**src/rtl/ram_rr_arbiter.sv**
```systemverilog
// Round-robin arbiter that shares four byte-lane 32x8 RAM macros between two word requesters.
// Optional per-lane byte write enables are compiled in with RAM_ARB_BYTE_WE_EN.
module ram_rr_arbiter #(
    parameter int unsigned ADDR_W = 7,
    parameter int unsigned DATA_W = 32
) (
    input  logic              CLK,
    input  logic              RSTb,
    input  logic              REQ1,
    input  logic              REQ2,
    input  logic              WE1,
    input  logic              WE2,
    input  logic [ADDR_W-1:0] ADDR1,
    input  logic [ADDR_W-1:0] ADDR2,
    input  logic [DATA_W-1:0] WDATA1,
    input  logic [DATA_W-1:0] WDATA2,
    input  logic [3:0]        BE1,
    input  logic [3:0]        BE2,
    output logic              ACK1,
    output logic              ACK2,
    output logic [DATA_W-1:0] RDATA1,
    output logic [DATA_W-1:0] RDATA2,
    output logic              BUSY,
    output logic              RAM_CSb0,
    output logic              RAM_CSb1,
    output logic              RAM_CSb2,
    output logic              RAM_CSb3,
    output logic              RAM_WEb0,
    output logic              RAM_WEb1,
    output logic              RAM_WEb2,
    output logic              RAM_WEb3,
    output logic [ADDR_W-3:0] RAM_ADDR0,
    output logic [ADDR_W-3:0] RAM_ADDR1,
    output logic [ADDR_W-3:0] RAM_ADDR2,
    output logic [ADDR_W-3:0] RAM_ADDR3,
    output logic [7:0]        RAM_DATA_IN0,
    output logic [7:0]        RAM_DATA_IN1,
    output logic [7:0]        RAM_DATA_IN2,
    output logic [7:0]        RAM_DATA_IN3,
    input  logic [7:0]        RAM_DATA_OUT0,
    input  logic [7:0]        RAM_DATA_OUT1,
    input  logic [7:0]        RAM_DATA_OUT2,
    input  logic [7:0]        RAM_DATA_OUT3
);
    localparam int unsigned WA_W = ADDR_W - 2;

    typedef enum logic [1:0] {
        IDLE    = 2'd0,
        ISSUE   = 2'd1,
        CAPTURE = 2'd2
    } state_t;

    state_t state, state_next;

    // gnt / last_gnt: 0 selects requester 1, 1 selects requester 2
    logic              gnt;
    logic              last_gnt;
    logic              pend1, pend2;
    logic              grant_valid;
    logic              grant_sel;
    logic              lat_we;
    logic [WA_W-1:0]   lat_addr;
    logic [DATA_W-1:0] lat_wdata;
    logic [3:0]        lat_be;
    logic [3:0]        lane_csb;
    logic [3:0]        lane_web;
    logic [WA_W-1:0]   lane_addr;
    logic [DATA_W-1:0] lane_din;
    logic [DATA_W-1:0] rd_word;
    logic              unused_bits;

    assign rd_word = {RAM_DATA_OUT3, RAM_DATA_OUT2, RAM_DATA_OUT1, RAM_DATA_OUT0};

    always_comb begin
        // a requester is not re-granted during its own ACK cycle
        pend1       = REQ1 & ~ACK1;
        pend2       = REQ2 & ~ACK2;
        grant_valid = pend1 | pend2;
        grant_sel   = pend2;
        if (pend1 && pend2) begin
            grant_sel = ~last_gnt;
        end
        state_next = IDLE;
        case (state)
            IDLE:    state_next = grant_valid ? ISSUE : IDLE;
            ISSUE:   state_next = CAPTURE;
            CAPTURE: state_next = IDLE;
            default: state_next = IDLE;
        endcase
    end

    always_ff @(posedge CLK or negedge RSTb) begin
        if (!RSTb) begin
            state     <= IDLE;
            gnt       <= 1'b0;
            last_gnt  <= 1'b1;
            lat_we    <= 1'b0;
            lat_addr  <= '0;
            lat_wdata <= '0;
            lat_be    <= '0;
            ACK1      <= 1'b0;
            ACK2      <= 1'b0;
            RDATA1    <= '0;
            RDATA2    <= '0;
        end else begin
            state <= state_next;
            ACK1  <= 1'b0;
            ACK2  <= 1'b0;
            if (state == IDLE && grant_valid) begin
                gnt       <= grant_sel;
                last_gnt  <= grant_sel;
                lat_we    <= grant_sel ? WE2 : WE1;
                lat_addr  <= grant_sel ? ADDR2[ADDR_W-1:2] : ADDR1[ADDR_W-1:2];
                lat_wdata <= grant_sel ? WDATA2 : WDATA1;
                lat_be    <= grant_sel ? BE2 : BE1;
            end
            if (state == CAPTURE) begin
                if (gnt) begin
                    ACK2 <= 1'b1;
                    if (!lat_we) RDATA2 <= rd_word;
                end else begin
                    ACK1 <= 1'b1;
                    if (!lat_we) RDATA1 <= rd_word;
                end
            end
        end
    end

    always_comb begin
        lane_csb  = 4'hF;
        lane_web  = 4'hF;
        lane_addr = '0;
        lane_din  = '0;
        if (state == ISSUE) begin
            lane_csb  = 4'h0;
            lane_addr = lat_addr;
            lane_din  = lat_wdata;
`ifdef RAM_ARB_BYTE_WE_EN
            lane_web  = lat_we ? ~lat_be : 4'hF;
`else
            lane_web  = {4{~lat_we}};
`endif
        end
    end

`ifdef RAM_ARB_BYTE_WE_EN
    assign unused_bits = ^{ADDR1[1:0], ADDR2[1:0]};
`else
    assign unused_bits = ^{ADDR1[1:0], ADDR2[1:0], lat_be};
`endif

    assign BUSY         = (state != IDLE);
    assign RAM_CSb0     = lane_csb[0];
    assign RAM_CSb1     = lane_csb[1];
    assign RAM_CSb2     = lane_csb[2];
    assign RAM_CSb3     = lane_csb[3];
    assign RAM_WEb0     = lane_web[0];
    assign RAM_WEb1     = lane_web[1];
    assign RAM_WEb2     = lane_web[2];
    assign RAM_WEb3     = lane_web[3];
    assign RAM_ADDR0    = lane_addr;
    assign RAM_ADDR1    = lane_addr;
    assign RAM_ADDR2    = lane_addr;
    assign RAM_ADDR3    = lane_addr;
    assign RAM_DATA_IN0 = lane_din[7:0];
    assign RAM_DATA_IN1 = lane_din[15:8];
    assign RAM_DATA_IN2 = lane_din[23:16];
    assign RAM_DATA_IN3 = lane_din[31:24];

endmodule

```
**config.mk**
```make
export PLATFORM = sky130hd
export DESIGN_NAME = ram_rr_arbiter
export DESIGN_NICKNAME = d
export VERILOG_FILES = /design/src/rtl/ram_rr_arbiter.sv
export SDC_FILE = /design/constraint.sdc
export NUM_CORES = 1
export LEC_CHECK = 0
export CAP_MARGIN = 40
export CORE_UTILIZATION = 42
export DETAILED_ROUTE_END_ITERATION = 12
export PLACE_DENSITY_LB_ADDON = 0.25
export SYNTH_ARGS = -nofsm -noshare
export SYNTH_HDL_FRONTEND = slang
export SYNTH_SLANG_ARGS = --single-unit
```
**constraint.sdc**
```tcl
create_clock -name CLK -period 1.9 [get_ports CLK]
set_clock_uncertainty 0.1 [all_clocks]
set_input_delay 0.285 -clock CLK [delete_from_list [all_inputs] [get_ports CLK]]
set_output_delay 0.285 -clock CLK [all_outputs]
set_load 0.005 [all_outputs]
```
==> results.cfg, run 1 <==
[outcome]
outcome = finished with violations
violations = setup timing

[placement]
dp_cells = 811
port_buffers = 238
place_area_mm2 = 0.00795
gp_congestion = 0.818
post-dp-hpwl_um = 10700

[sta]
hold_slack_ns = 0.349
hold_violations = 0
fin_ws_ns = -0.0157
slew-limit-headroom_pct = 68.3
report.final.setup_viol = 12
worst_slew_pin_slew_ns = 0.476
final-max-slew-violation-count = 0
period_share_pct = 101
rsz0062_at_grt = yes
max_freq_mhz = 522
setup_tns_ns = -0.0827
min_period_ns = 1.92

[layout]
fin_util_pct = 65.9
final_cells = 838
syn_to_final_growth_pct = 52.7
final_cell_mix = 176 x clkdlybuf4s50_1, 107 x dfrtp_1, 60 x mux2_2, 38 x o21ai_0, 37 x a221oi_1
final_area_mm2 = 0.00832
layout-drive-gt1-share_pct = 32.3
antenna_cells = 0
nets = 785
final_common_cell = clkdlybuf4s50_1

[die]
pin_count = 251
start_util_pct = 43.2
core_area_mm2 = 0.0126
dieArea_mm2 = 0.0134
num_rows = 41
dieWidth_um = 116
die_y_um = 116

[route]
viasPerCell = 5.37
highest_layer = met4
routedWlPerCell_um = 19.6
routed-wl-met2_um = 8360
drc = 0
routed_wl_um = 16400
ant_nets = 0
drt_iter0_markers = 271
wl_met3_um = 1720
m1WireLength_um = 6030
first_pass_iters = 4
vias = 4503

[job]
drv_cap = 0

[clock_network]
clkSinkCount = 108
clkLatencyLatePin_ns = 0.34
cts_tree = built
cts_max_path_buffers = 2
cts.htree.levels = 3
cts_buffers = 9
cts_root_buffer = clkbuf_16
path_clk_slew_ns = 0.07

[worst_setup_path]
worst_setup_path_start_kind = flip-flop
crit_fanout = 5
required_ns = 1.51
crit_type = flip-flop to primary output
setup.worst_path.end_class = primary output
arrival_ns = 1.53

[logic_synthesis]
synth_area_mm2 = 0.00545
ys_warn_count = 0
yosys_register_bits = 108
avgSynthCellArea_um2 = 12.2
yosysSeqAreaShare_pct = 49.6
syn_nets = 572
netlist_instances = 448
synth.distinct_cells = 31

[hold_path]
holdCritPathClass = input port to async pin

[global_routing]
grt_overflow = 0
grt_use_total_pct = 24.3
grt_max_degree = 57
grt_pass1_wl_um = 24800
antenna_found_initial = 0
grt_pass1_vias = 4809

[pwr]
vdd_drop_max_v = 0.000919
power_density_mw_per_mm2 = 1560
power.leakage_uw = 0.00359
final cells by class:
cell class                 instances  area [um2]
timing repair buffer             270        2680
clock buffer                      12         246
multi-input combinational        269        2430
clock inverter                     4        32.5
sequential                       108        2700
inverter                           3        12.5
fill                            1003        4300
tap                              172         215
synthesized netlist by cell type, drive strengths merged:
| cell | number | area [um2] |
|---|---|---|
| dfrtp | 107 | 2680 |
| mux2 | 64 | 721 |
| buf | 41 | 297 |
| and3b | 39 | 350 |
| a221oi | 38 | 339 |
| a2bb2oi | 38 | 395 |
| o21ai | 38 | 190 |
| and2 | 37 | 231 |
| clkbuf | 27 | 103 |
| a21o | 3 | 22.5 |
| nand2b | 3 | 18.8 |
| nor3 | 3 | 31.3 |
| inv | 2 | 7.51 |
| nor2 | 2 | 7.51 |
| clkinv | 1 | 5.00 |
| dfstp | 1 | 26.3 |
| nand2 | 1 | 3.75 |
| nand3b | 1 | 7.51 |
| nor2b | 1 | 6.26 |
| or2 | 1 | 6.26 |
registers in the layout, summed over array words and instances, names as in the netlist:
name	flops
RDATA1	32
RDATA2	32
lat_wdata	32
lat_addr	5
state	2
ACK1	1
ACK2	1
gnt	1
last_gnt	1
lat_we	1
cells by family after synthesis:
group	after synthesis	share of synthesized area, %
and+or+nand+nor	88	12.2
DFF	108	49.6
AOI/OAI and AO/OA	117	17.4
buffers and inverters	71	7.56
muxes	64	13.2
through the flow:
step           total power (uW)  setup slack [ns]
5_1_grt                   13700           -0.0510
3_3_place_gp              10600            0.0499
3_5_place_dp              10800          -0.00107
6_report                  13000           -0.0157
2_1_floorplan              7390             0.309
4_1_cts                   13200           -0.0998
power by group:
group          leakage, uW  internal, uW  switching [uW]
clock             0.000129           934             842
combinational      0.00218          4380            2670
sequential         0.00128          3450             682
repair_timing:
item | 4_1_cts | 5_1_grt
resized for setup | 255 | 22
buffers inserted | 9 | 0
hold buffers | 1 | 0
setup endpoints to repair | 61 | 59
gates cloned | 5 | 0
endpoints found under the hold margin | 29 | 0
pin swaps | 4 | 3
metal layers:
layer / up-vias / GRT usage, %
met5: - / 0
met4: 0 / 8.80
li1: 2068 / -
met3: 21 / 8.53
met1: 2216 / 27.5
met2: 198 / 42.4
path summary, 6_finish.rpt:
path | start | end | slack, ns | depth (start not counted)
worst min register to register | RDATA2[3] | RDATA2[3] | 0.39 | 1
worst min-delay path | RSTb | lat_wdata[11] | 0.35 | 2
min in group CLK | RDATA2[3] | RDATA2[3] | 0.39 | 1
max in group asynchronous | RSTb | lat_wdata[4] | 0.75 | 3
worst max-delay path | state[1] | RAM_DATA_IN3[5] | -0.02 | 5
worst max register to register | state[0] | RDATA2[2] | 0.11 | 5
critical path: stages, from the launching register on:
cell and delay (ns):
dfrtp_1 0.42, nor2b_4 0.15, buf_6 0.12, bufbuf_16 0.25, and2_4 0.14, buf_2 0.10
No activity file was read; power rests on OpenSTA's default activity.
==> inputs of run 2 (changes only) <==
ABC_CLOCK_PERIOD_IN_PS = 1900   (was unset)
==> results of run 2 <==
Same layout as run 1: the final DEF is identical, and so are final timing and power.
==> inputs of run 3 (changes only) <==
CAP_MARGIN = unset   (was 40)
==> results of run 3 <==
Same layout as run 1: the final DEF is identical, and so are final timing and power.
